<file path="src/rtl/uart_tx_scheduler_pkg.sv">
// uart_tx_scheduler_pkg: scheduler state encoding and UART frame constants
package uart_tx_scheduler_pkg;
  typedef enum logic [1:0] {IDLE, GRANT, SEND, RELEASE} state_t;
  localparam logic START_BIT = 1'b0;
  localparam logic STOP_BIT = 1'b1;
  localparam int DATA_BITS = 8;
  localparam int FRAME_BITS = DATA_BITS + 2;
  localparam int DEFAULT_CLKS_PER_BIT = 434;
endpackage

</file>
<file path="src/rtl/uart_tx_serializer.sv">
// uart_tx_serializer: shifts one start/8-data/stop frame onto tx, CLKS_PER_BIT cycles per bit
module uart_tx_serializer
  import uart_tx_scheduler_pkg::*;
#(
  parameter int CLKS_PER_BIT = DEFAULT_CLKS_PER_BIT
) (
  input  logic                 clk_25mhz,
  input  logic                 rst_n,
  input  logic                 load,
  input  logic [DATA_BITS-1:0] data,
  output logic                 tx,
  output logic                 idle
);
  localparam int BW = CLKS_PER_BIT > 1 ? $clog2(CLKS_PER_BIT) : 1;
  logic                  active;
  logic [BW-1:0]         baud_cnt;
  logic [3:0]            bit_idx;
  logic [FRAME_BITS-1:0] shreg;
  logic                  bit_done;
  assign bit_done = baud_cnt == BW'(CLKS_PER_BIT - 1);
  assign idle = !active;
  assign tx = shreg[0];
  // Shift register refills with ones, so tx rests at the stop level between frames and after reset
  always_ff @(posedge clk_25mhz or negedge rst_n)
    if (!rst_n) begin
      active <= 1'b0;
      baud_cnt <= '0;
      bit_idx <= '0;
      shreg <= '1;
    end else if (load && !active) begin
      active <= 1'b1;
      baud_cnt <= '0;
      bit_idx <= '0;
      shreg <= {STOP_BIT, data, START_BIT};
    end else if (active) begin
      baud_cnt <= bit_done ? '0 : baud_cnt + 1'b1;
      if (bit_done) begin
        active <= bit_idx != 4'(FRAME_BITS - 1);
        bit_idx <= bit_idx + 1'b1;
        shreg <= {STOP_BIT, shreg[FRAME_BITS-1:1]};
      end
    end
endmodule

</file>
<file path="src/rtl/uart_tx_scheduler.sv">
// uart_tx_scheduler: round-robin arbiter granting whole messages from NUM_REQ byte streams onto one UART line
module uart_tx_scheduler
  import uart_tx_scheduler_pkg::*;
#(
  parameter int NUM_REQ = 4,
  parameter int CLKS_PER_BIT = DEFAULT_CLKS_PER_BIT,
  parameter int IDLE_TIMEOUT = 65535,
  localparam int GW = NUM_REQ > 1 ? $clog2(NUM_REQ) : 1,
  localparam int TW = $clog2(IDLE_TIMEOUT + 1)
) (
  input  logic                 clk_25mhz,
  input  logic                 rst_n,
  input  logic                 enable,
  input  logic [NUM_REQ-1:0]   req_valid,
  input  logic [8*NUM_REQ-1:0] req_data,
  input  logic [NUM_REQ-1:0]   req_last,
  output logic [NUM_REQ-1:0]   req_ready,
  output logic                 tx,
  output logic                 busy,
  output logic [GW-1:0]        grant_id
);
  state_t                 state, state_nxt;
  logic [GW-1:0]          last_grant, pick, cand;
  logic [DATA_BITS-1:0]   sel_data;
  logic [TW-1:0]          to_cnt;
  logic                   last_q, ser_idle, hs, starve, timeout;
  assign hs = state == GRANT && ser_idle && req_valid[grant_id];
  assign starve = state == GRANT && !req_valid[grant_id];
  assign timeout = starve && to_cnt >= TW'(IDLE_TIMEOUT - 1);
  // Walk candidates from farthest to nearest so the first valid one after last_grant wins
  always_comb begin
    pick = last_grant;
    cand = '0;
    for (int k = NUM_REQ; k >= 1; k--) begin
      cand = GW'((int'(last_grant) + k) % NUM_REQ);
      if (req_valid[cand]) pick = cand;
    end
  end
  // Byte of the current holder
  always_comb begin
    sel_data = '0;
    for (int i = 0; i < NUM_REQ; i++) if (grant_id == GW'(i)) sel_data = req_data[8*i +: 8];
  end
  // Next state and the grant-qualified outputs; a holder keeps the line until its last byte or a timeout
  always_comb begin
    state_nxt = state == IDLE  ? (enable && |req_valid ? GRANT : IDLE)
              : state == GRANT ? (hs ? SEND : timeout ? RELEASE : GRANT)
              : state == SEND  ? (ser_idle ? (last_q ? RELEASE : GRANT) : SEND)
              : IDLE;
    req_ready = (state == GRANT && ser_idle) ? NUM_REQ'(1) << grant_id : '0;
    busy = state != IDLE || !ser_idle;
  end
  // State, grant bookkeeping and the saturating starvation counter
  always_ff @(posedge clk_25mhz or negedge rst_n)
    if (!rst_n) begin
      state <= IDLE;
      grant_id <= '0;
      last_grant <= GW'(NUM_REQ - 1);
      last_q <= 1'b0;
      to_cnt <= '0;
    end else begin
      state <= state_nxt;
      if (state == IDLE && state_nxt == GRANT) grant_id <= pick;
      if (hs) last_q <= req_last[grant_id];
      if (state == RELEASE) last_grant <= grant_id;
      to_cnt <= starve ? (&to_cnt ? to_cnt : to_cnt + 1'b1) : '0;
    end
  uart_tx_serializer #(.CLKS_PER_BIT(CLKS_PER_BIT)) u_ser (
    .clk_25mhz(clk_25mhz),
    .rst_n(rst_n),
    .load(hs),
    .data(sel_data),
    .tx(tx),
    .idle(ser_idle)
  );
endmodule

</file>
<file path="config.mk">
export PLATFORM = sky130hd
export DESIGN_NAME = uart_tx_scheduler
export DESIGN_NICKNAME = d
export VERILOG_FILES = /design/src/rtl/uart_tx_scheduler_pkg.sv /design/src/rtl/uart_tx_serializer.sv /design/src/rtl/uart_tx_scheduler.sv
export SDC_FILE = /design/constraint.sdc
export NUM_CORES = 1
export LEC_CHECK = 0
export CAP_MARGIN = 20
export CORE_UTILIZATION = 57
export DETAILED_ROUTE_END_ITERATION = 10
export HOLD_SLACK_MARGIN = 0.12
export PLACE_DENSITY = 0.86
export SKIP_CTS_REPAIR_TIMING = 1
export SLEW_MARGIN = 25
export SYNTH_ARGS = -nofsm -noshare
export SYNTH_HDL_FRONTEND = slang
export SYNTH_HIERARCHICAL = 1
export SYNTH_SLANG_ARGS = --single-unit
</file>
<file path="constraint.sdc">
create_clock -name clk_25mhz -period 5.2 [get_ports clk_25mhz]
set_input_delay 0.78 -clock clk_25mhz [delete_from_list [all_inputs] [get_ports clk_25mhz]]
set_output_delay 0.78 -clock clk_25mhz [all_outputs]
set_load 0.005 [all_outputs]
</file>
==> results of run 1 <==
layout by cell type, fill, tap and decap left out, types with 3 or more instances in the layout:
master | Yosys | final
dfstp_2 | 11 | 11
dfrtp_1 | 35 | 35
nor2b_1 | 3 | 3
and3_1 | 7 | 7
o41ai_1 | 3 | 3
nand4_1 | 8 | 8
inv_1 | 8 | 8
nand2_1 | 41 | 41
mux4_2 | 8 | 8
clkdlybuf4s50_1 | 0 | 49
or3_1 | 7 | 7
mux2_2 | 4 | 4
clkbuf_8 | 0 | 5
a21oi_1 | 19 | 19
ha_1 | 6 | 6
and2_1 | 4 | 4
nand3_1 | 15 | 15
nor3_1 | 8 | 7
mux2i_1 | 5 | 5
or4_1 | 3 | 3
nor2_1 | 9 | 9
a22oi_1 | 7 | 7
o21ai_0 | 15 | 15
a31oi_1 | 3 | 3
kinds of logic after synthesis:
| kind of cell | Yosys count | share of synthesized area [%] |
|---|---|---|
| buffers and inverters | 21 | 3.54 |
| muxes | 19 | 11.7 |
| and+or+nand+nor | 123 | 23.5 |
| DFF | 46 | 41.7 |
| AOI/OAI and AO/OA | 69 | 16.2 |
| adders and majority gates | 6 | 2.69 |
| xor gates and xnor gates | 2 | 0.627 |
per-stage QoR:
stage,util (%),hold WS (ns),cells,instance area (um2)
2_1_floorplan,-,0.439,286,2790
3_3_place_gp,70.0,0.447,390,3300
3_5_place_dp,70.0,0.450,390,3300
4_1_cts,71.7,0.463,398,3390
5_1_grt,71.9,0.478,398,3390
6_report,71.9,0.463,398,3390
worst min-delay path, delay by kind of cell (launching register included):
family / cells / cell delay (ns)
AND/OR/NAND/NOR: 2 / 0.09
flip-flops: 1 / 0.38
per-layer routing:
layer,GRT usage (%),routed length [um]
met1,33.0,2790
met2,41.0,3150
met3,4.58,213
met4,8.93,96
met5,0,0
sequential cells by signal, indices dropped and copies added, names as in the netlist:
register,flops
to_cnt,16
u_ser/baud_cnt,9
u_ser/shreg,9
u_ser/bit_idx,4
grant_id,2
last_grant,2
state,2
last_q,1
u_ser/active,1
report_power, final:
group	internal [mW]	leakage (nW)	switching, mW
clock	0.0932	0.0450	0.117
combinational	0.255	0.744	0.219
sequential	0.491	0.572	0.153
layout make-up:
cell class                      count  area share (%)
Multi-Input combinational cell    219            45.2
Inverter                            8           0.885
Clock buffer                        6            2.14
Clock inverter                      2           0.295
Sequential cell                    46            34.3
Timing Repair Buffer               50            14.7
Tap cell                           67            2.47
worst max-delay path by stage:
stage	slack (ns)	startpoint	depth (start not counted)	end
CTS	2.26	u_ser/active	4	req_ready[0]
floorplan	2.75	req_valid[3]	7	u_ser/bit_idx[0]
global route	2.11	u_ser/active	4	req_ready[0]
global placement	2.16	req_valid[3]	7	u_ser/bit_idx[0]
detailed placement	2.07	req_valid[1]	7	u_ser/shreg[7]
finish	2.26	u_ser/active	4	req_ready[0]
==> reports/results.ini, run 1 <==
[outcome]
status = finished clean

[floorplan]
design.die.area_um2 = 5190
std_cell_rows = 25
start_util_pct = 59.2
die_h_um = 72.0
ios = 51
die_x_um = 72.0
core-area_um2 = 4720

[hold_path]
hold_start = u_ser/shreg[3]
holdPathEnd = u_ser/shreg[3]
hold_path_depth = 2
min_path_type = flip-flop to flip-flop

[synth]
synth_edf_count = 0
yosysMostFrequentCell = nand2_1
synthDominantCellAreaShare_pct = 31.3
synth_ff_type = dfrtp_1
syn_area_um2 = 2790
synth-seq-area-share_pct = 41.7
yosys-top-cells-area = dfrtp_1 31%, dfstp_2 10%, mux4_2 6.4%
avgSynthCellArea_um2 = 9.77
ys_ff_latch = 46
yosysWarnings = 6
syn-num-nets = 335
yosys-top-cells-count = 41 x nand2_1, 35 x dfrtp_1, 19 x a21oi_1
synth_cell_type_count = 58
synth_area_leader_cell = dfrtp_1
synthArstFlopShare_pct = 100
syn_inst = 286

[finish]
antenna_cells = 0
fin_nets = 379
multiInputGateArea_um2 = 1540
ff_latch_area_um2 = 1160
fillers = 360
area_delta_synth_final_pct = 21.5
drive_above_1_share_pct = 12.7

[sta]
finalMaxSlewViolations = 0
slew-limit-headroom_pct = 49.9
worst_pin_slew_ns = 0.751
fin_crit_sh_pct = 56.5
fmax_ghz = 0.340
fin_crit_ns = 2.94
hold_viol = 0
setup_tns_ns = 0
setup_ws_ns = 2.26
setup_violations = 0
clock_skew_ns = 0.00687
rsz0062_at_grt = no

[placement]
post-place-ws_ns = 2.07
numPortBuffers = 50
dp_hpwl_mm = 4.57
gp_congestion = 0.825

[worst_setup_path]
ff2ff_setup_slack_ns = 2.36
critPathKind = flip-flop to output port
r2r_cells = 6
end_kind = output port
crit_arrival_ns = 2.16
path_cells = inv_1, and2_1, nor3b_1, clkdlybuf4s50_1
r2r-start = grant_id[0]
crit_path_top_delay_cell = clkdlybuf4s50_1
rr_endpoint = u_ser/shreg[7]
cp_top_family = buffers and inverters
worst-path-buf-inv = 2
cp.required_ns = 4.42
critPathMaxStageDelay_ns = 0.54
start_kind = flip-flop
critical_path.max_fanout = 12

[clocking]
cts_root_buf = clkbuf_8
clk_pin_slew_ns = 0.08
cts_tree = done
cts.sinks = 46
clock_latency_ns = 0.30
cts_htree_levels = 2
cts_buffer_depth = 2
cts_made_buffers = 5

[grt]
first_global_vias = 2186
grt_pass1_wl_mm = 10.1
grt_max_degree = 47
grt_antenna_before_repair = 0
grt.overflow.total = 0
grtUsageTotal_pct = 24.8

[routing]
wl_per_cell_um = 15.7
drc = 0
wl_mm = 6.26
final_antenna_net_count = 0
routed_via_density = 6.04
drtPass1Iterations = 4
vias = 2405
detail_route.iter0.violations = 213

[power]
p_leak_nw = 1.36
peakVddDrop_uv = 206
powerDensity_nw_per_um2 = 391
power_mw = 1.33

[run]
drv_cap = 0

No activity file was read; power rests on OpenSTA's default activity.
==> run 2: changes to the inputs <==
--- a/config.mk
+++ b/config.mk
@@ -6,10 +6,10 @@
 export NUM_CORES = 1
 export LEC_CHECK = 0
 export CAP_MARGIN = 20
-export CORE_UTILIZATION = 57
+export CORE_UTILIZATION = 53
 export DETAILED_ROUTE_END_ITERATION = 10
 export HOLD_SLACK_MARGIN = 0.12
-export PLACE_DENSITY = 0.86
+export PLACE_DENSITY = 0.81
 export SKIP_CTS_REPAIR_TIMING = 1
 export SLEW_MARGIN = 25
 export SYNTH_ARGS = -nofsm -noshare
==> constraint.sdc (replaced) <==
create_clock -name clk_25mhz -period 2.8 [get_ports clk_25mhz]
set_input_delay 0.42 -clock clk_25mhz [delete_from_list [all_inputs] [get_ports clk_25mhz]]
set_output_delay 0.42 -clock clk_25mhz [all_outputs]
set_load 0.005 [all_outputs]
==> run 2 against run 1 <==
  * Power rose by 96%
  * Wire length decreased by 0.58%
  * Sequential power rose by 74%
  * First-iteration DRC count down 44%
  * Global-route usage shrank 1.3 points
  * Sequential share of layout area decreased by 0.62 points
  * Critical path type unchanged
  * Critical endpoint unchanged
==> reports/results.ini, run 2 (same netlist as run 1, synthesis figures left out) <==
[outcome]
status = finished clean  ; unchanged

[finish]
largest_reg_flops = 16  ; unchanged
largest_registers = to_cnt: 16 flops, u_ser/baud_cnt: 9 flops, u_ser/shreg: 9 flops  ; unchanged
drive_above_1_share_pct = 13.4  ; was 12.7%
mostFrequentLayoutCells = 49 x clkdlybuf4s50_1, 41 x nand2_1, 35 x dfrtp_1, 19 x a21oi_1  ; unchanged
antenna_cells = 0  ; unchanged
fin_area_um2 = 3460  ; was 3390 um2
area_delta_synth_final_pct = 23.7  ; was 21.5%
regMostFlops = to_cnt  ; unchanged
fin_cells = 405  ; was 398
fin_nets = 383  ; was 379
final_common_cell = clkdlybuf4s50_1  ; unchanged

[worst_setup_path]
cp.required_ns = 2.38  ; was 4.42 ns
start_kind = flip-flop  ; unchanged
r2r_cells = 7  ; was 6
end_kind = output port  ; unchanged
r2r-start = u_ser/active  ; was grant_id[0]
critPathKind = flip-flop to output port  ; unchanged
crit_arrival_ns = 2.12  ; was 2.16 ns
critical_path.max_fanout = 12  ; unchanged
ff2ff_setup_slack_ns = 0.65  ; was 2.36 ns
rr_endpoint = u_ser/bit_idx[0]  ; was u_ser/shreg[7]

[sta]
fin_crit_ns = 2.54
fmax_ghz = 0.393
setup_tns_ns = 0  ; unchanged
fin_crit_sh_pct = 90.8
worst_pin_slew_ns = 0.589  ; was 0.751 ns
rsz0062_at_grt = no  ; unchanged
slew-limit-headroom_pct = 60.2  ; was 49.9%
finalMaxSlewViolations = 0  ; unchanged
setup_violations = 0  ; unchanged
clock_skew_ns = 0.00769  ; was 0.00687 ns
hold_viol = 0  ; unchanged

[grt]
gr-usage-met1_pct = 31.2  ; was 33.0%
grt_antenna_before_repair = 0  ; unchanged
first_global_vias = 2208  ; was 2186
grt.overflow.total = 0  ; unchanged
grt-busiest-layer = met2  ; unchanged
use_met3_pct = 3.93  ; was 4.58%
grt_pass1_wl_mm = 9.96  ; was 10.1 mm
grt_max_degree = 47  ; unchanged
grtUsageTotal_pct = 23.5  ; was 24.8%
globalRouteMet2Util_pct = 39.1  ; was 41.0%

[routing]
final_antenna_net_count = 0  ; unchanged
routed_via_density = 5.96  ; was 6.04
drtPass1Iterations = 4  ; unchanged
detail_route.iter0.violations = 119  ; was 213
drc = 0  ; unchanged
wl_mm = 6.22  ; was 6.26 mm
vias = 2413  ; was 2405
wl_per_cell_um = 15.4  ; was 15.7 um

[floorplan]
die_h_um = 74.6  ; was 72.0 um
std_cell_rows = 26  ; was 25
die_x_um = 74.6  ; was 72.0 um
design.die.area_um2 = 5570  ; was 5190 um2
core-area_um2 = 5110  ; was 4720 um2
ios = 51  ; unchanged
start_util_pct = 54.7  ; was 59.2%

[clocking]
cts_buffer_depth = 2  ; unchanged
clock_latency_ns = 0.29  ; was 0.30 ns
cts_root_buf = clkbuf_8  ; unchanged
cts.sinks = 46  ; unchanged
cts_made_buffers = 5  ; unchanged
cts_htree_levels = 2  ; unchanged
clk_pin_slew_ns = 0.09  ; was 0.08 ns
cts_tree = done  ; unchanged

[placement]
dp_hpwl_mm = 4.59  ; was 4.57 mm
gp_congestion = 0.839  ; was 0.825
numPlacedInstances = 397  ; was 390
numPortBuffers = 50  ; unchanged
postPlaceCellArea_um2 = 3340  ; was 3300 um2

[power]
peakVddDrop_uv = 445  ; was 206 uV
p_leak_nw = 1.39  ; was 1.36 nW
powerDensity_nw_per_um2 = 754  ; was 391 nW/um2

[hold_path]
min_path_type = input port to async pin  ; was flip-flop to flip-flop

[run]
drv_cap = 0  ; unchanged

-- run 2: changes by cell type in the layout (fill, tap and decap cells not counted) --
cell and delta:
nor3_1 +1, buf_4 +4, bufinv_16 +1, clkinv_2 -2, clkbuf_8 +1, nor3_2 -1
-- run 2: worst max-delay path by stage --
stage | start | endpoint | slack [ns] | cells past startpoint
floorplan | grant_id[0] | u_ser/bit_idx[0] | 0.59 | 8
global placement | req_valid[1] | u_ser/bit_idx[0] | 0.31 | 8
detailed placement | req_valid[1] | u_ser/bit_idx[0] | 0.23 | 8
CTS | u_ser/active | req_ready[0] | 0.25 | 4
global route | u_ser/active | req_ready[0] | 0.13 | 4
finish | u_ser/active | req_ready[0] | 0.26 | 4
-- run 2: critical path, cell delays in order (launching register included) --
cell	delay (ns)
dfrtp_1	0.48
inv_1	0.35
and2_1	0.27
nor3b_1	0.21
clkdlybuf4s50_1	0.53
-- run 2: routing by layer --
layer  wire length [um]  share of wire, %
met1               2770                45
met2               3180                51
met3                176               2.8
met4                 95               1.5
met5                  0                 0
-- run 2: layout make-up --
class | count | area (um2)
timing repair buffer | 54 | 528
clock buffer | 7 | 86.3
inverter | 8 | 30.0
clock inverter | 1 | 30.0
multi-input combinational | 219 | 1530
fill | 426 | 1650
sequential | 46 | 1160
tap | 70 | 87.6
-- run 2: through the flow --
stage	power [mW]	setup slack (ns)	hold WS, ns	util (%)
6_report	2.61	0.256	0.117	67.7
5_1_grt	2.79	0.129	0.154	67.7
4_1_cts	2.62	0.251	0.328	67.6
3_5_place_dp	2.11	0.226	0.450	65.4
3_3_place_gp	2.07	0.310	0.449	65.4
2_1_floorplan	1.82	0.589	0.124	-
-- run 2: where the power goes --
| part | leakage, nW | total (mW) | switching, mW | internal (mW) |
|---|---|---|---|---|
| clock | 0.0585 | 0.507 | 0.216 | 0.291 |
| sequential | 0.572 | 1.12 | 0.205 | 0.914 |
| combinational | 0.764 | 0.980 | 0.487 | 0.493 |
| total | 1.39 | 2.61 | 0.908 | 1.70 |
==> run 3: changes to the inputs <==
--- a/config.mk
+++ b/config.mk
@@ -10,6 +10,7 @@
 export DETAILED_ROUTE_END_ITERATION = 10
 export HOLD_SLACK_MARGIN = 0.12
 export PLACE_DENSITY = 0.81
+export RECOVER_POWER = 50
 export SKIP_CTS_REPAIR_TIMING = 1
 export SLEW_MARGIN = 25
 export SYNTH_ARGS = -nofsm -noshare
==> run 3 against run 2 <==
  * Power shrank 0.50%
  * Clock skew about the same
  * Global-route usage did not move
  * First-iteration DRC count did not move
  * Register-to-register slack about the same
  * Cell area decreased by 0.29%
  * Sequential cell count unchanged
  * Via count up 0.25%
  * Core utilization is 0.20 points lower
  * Wire length rose by 0.14%
  * Die area is the same
  * Critical path depth stayed put
  * Critical path type unchanged
  * Largest power group unchanged
==> reports/results.ini, run 3 (same netlist as run 1, synthesis figures left out) <==
[sta]
fin_crit_ns = 2.55  ; was 2.54 ns
clock_skew_ns = 0.00748  ; was 0.00769 ns
rsz0062_at_grt = no  ; unchanged
setup_ws_ns = 0.254  ; was 0.256 ns
hold_viol = 0  ; unchanged
worst_pin_slew_ns = 1.14  ; was 0.589 ns
slew-limit-headroom_pct = 23.9  ; was 60.2%
fin_crit_sh_pct = 90.9  ; was 90.8%
setup_violations = 0  ; unchanged
setup_tns_ns = 0  ; unchanged
finalMaxSlewViolations = 0  ; unchanged
whs_ns = 0.336  ; was 0.117 ns
fmax_ghz = 0.393  ; about the same

[outcome]
status = finished clean  ; unchanged

[worst_setup_path]
r2r_cells = 7  ; unchanged
critical_path.max_fanout = 12  ; unchanged
start_kind = flip-flop  ; unchanged
cp-startpoint = u_ser/active  ; unchanged
crit_arrival_ns = 2.13  ; was 2.12 ns
timing.critical_path.to = req_ready[0]  ; unchanged
r2r-start = u_ser/active  ; unchanged
end_kind = output port  ; unchanged
rr_endpoint = u_ser/bit_idx[0]  ; unchanged
cp.required_ns = 2.38  ; about the same
critPathKind = flip-flop to output port  ; unchanged
ff2ff_setup_slack_ns = 0.64  ; was 0.65 ns

[grt]
first_global_vias = 2208  ; unchanged
grt.overflow.total = 0  ; unchanged
grt_pass1_wl_mm = 9.96  ; unchanged
grtUsageTotal_pct = 23.5  ; unchanged
grt_antenna_before_repair = 0  ; unchanged
grt_max_degree = 47  ; unchanged

[clocking]
cts_root_buf = clkbuf_8  ; unchanged
cts_made_buffers = 5  ; unchanged
cts_htree_levels = 2  ; unchanged
cts_buffer_depth = 2  ; unchanged
clk_pin_slew_ns = 0.09  ; about the same
cts_tree = done  ; unchanged
clock_latency_ns = 0.29  ; about the same
cts.sinks = 46  ; unchanged

[floorplan]
die_x_um = 74.6  ; unchanged
start_util_pct = 54.7  ; unchanged
design.die.area_um2 = 5570  ; unchanged
die_h_um = 74.6  ; unchanged
ios = 51  ; unchanged
std_cell_rows = 26  ; unchanged
core-area_um2 = 5110  ; unchanged

[power]
p_leak_nw = 1.39  ; about the same
powerDensity_nw_per_um2 = 752  ; was 754 nW/um2
p_sw_mw = 0.905  ; was 0.908 mW
p_seq_share_pct = 43.2  ; was 43.0%
peakVddDrop_uv = 444  ; was 445 uV
p_sw_share_pct = 34.9  ; was 34.8%
clockPowerShare_pct = 19.6  ; was 19.4%
p_comb_share_pct = 37.3  ; was 37.6%
p_int_mw = 1.69  ; was 1.70 mW

[finish]
final_common_cell = clkdlybuf4s50_1  ; unchanged
largest_reg_flops = 16  ; unchanged
largest_registers = to_cnt: 16 flops, u_ser/baud_cnt: 9 flops, u_ser/shreg: 9 flops  ; unchanged
fin_nets = 383  ; unchanged
area_delta_synth_final_pct = 23.4  ; was 23.7%
drive_above_1_share_pct = 13.1  ; was 13.4%
regMostFlops = to_cnt  ; unchanged
mostFrequentLayoutCells = 48 x clkdlybuf4s50_1, 41 x nand2_1, 35 x dfrtp_1, 19 x a21oi_1  ; was 49 x clkdlybuf4s50_1, 41 x nand2_1, 35 x dfrtp_1, 19 x a21oi_1
fillers = 428  ; was 426
antenna_cells = 0  ; unchanged

[hold_path]
min_path_type = input port to async pin  ; unchanged

[routing]
final_antenna_net_count = 0  ; unchanged
vias = 2419  ; was 2413
drc = 0  ; unchanged
routed_via_density = 5.97  ; was 5.96
wl_per_cell_um = 15.4  ; about the same
drtPass1Iterations = 4  ; unchanged
wl_mm = 6.23  ; was 6.22 mm
detail_route.iter0.violations = 119  ; unchanged

[placement]
gp_congestion = 0.839  ; unchanged
numPortBuffers = 50  ; unchanged
post-place-ws_ns = 0.226  ; unchanged
dp_hpwl_mm = 4.59  ; unchanged

[run]
drv_cap = 0  ; unchanged

-- run 3: worst max-delay path, stage by stage (launching register included) --
cell,delay (ns)
dfrtp_1,0.48
inv_1,0.35
and2_1,0.27
nor3b_1,0.21
clkdlybuf4s50_1,0.53
-- run 3: how the worst min path moves through the flow --
stage | from | to | depth (start not counted)
finish | rst_n | u_ser/baud_cnt[8] | 1
global route | rst_n | u_ser/baud_cnt[6] | 1
CTS | rst_n | u_ser/baud_cnt[8] | 1
detailed placement | u_ser/shreg[7] | u_ser/shreg[7] | 2
global placement | u_ser/shreg[7] | u_ser/shreg[7] | 2
floorplan | rst_n | grant_id[0] | 0
-- run 3: area by class of cell --
| cell class | instances | area [um2] | area share (%) |
|---|---|---|---|
| multi-input combinational | 219 | 1520 | 44.2 |
| timing repair buffer | 54 | 526 | 15.2 |
| clock inverter | 1 | 30.0 | 0.871 |
| inverter | 8 | 30.0 | 0.871 |
| clock buffer | 7 | 86.3 | 2.50 |
| tap | 70 | 87.6 | 2.54 |
| sequential | 46 | 1160 | 33.8 |
-- run 3: metrics by stage --
stage               utilization [%]  cells  total power, mW  cell area, um2
floorplan                         -    286             1.82            2790
global placement               65.4    397             2.07            3340
detailed placement             65.4    397             2.11            3340
CTS                            67.6    405             2.62            3450
global route                   67.5    405             2.77            3450
finish                         67.5    405             2.59            3450
-- run 3: metal layers --
metal | part of all wire (%) | track usage, % | vias up
li1 | - | - | 1167
met5 | 0 | 0 | -
met4 | 1.3 | 8.18 | 0
met2 | 51 | 39.1 | 53
met1 | 44 | 31.2 | 1189
met3 | 3.0 | 3.93 | 10
-- run 3: power by group through the flow --
stage                     clock, mW  sequential, mW  combinational, mW
after detailed placement          0            1.13              0.984
after global routing          0.542            1.15               1.08
final                         0.507            1.12              0.967
after floorplan                   0            1.06              0.756
after CTS                     0.519            1.12              0.988
after global placement            0            1.12              0.950
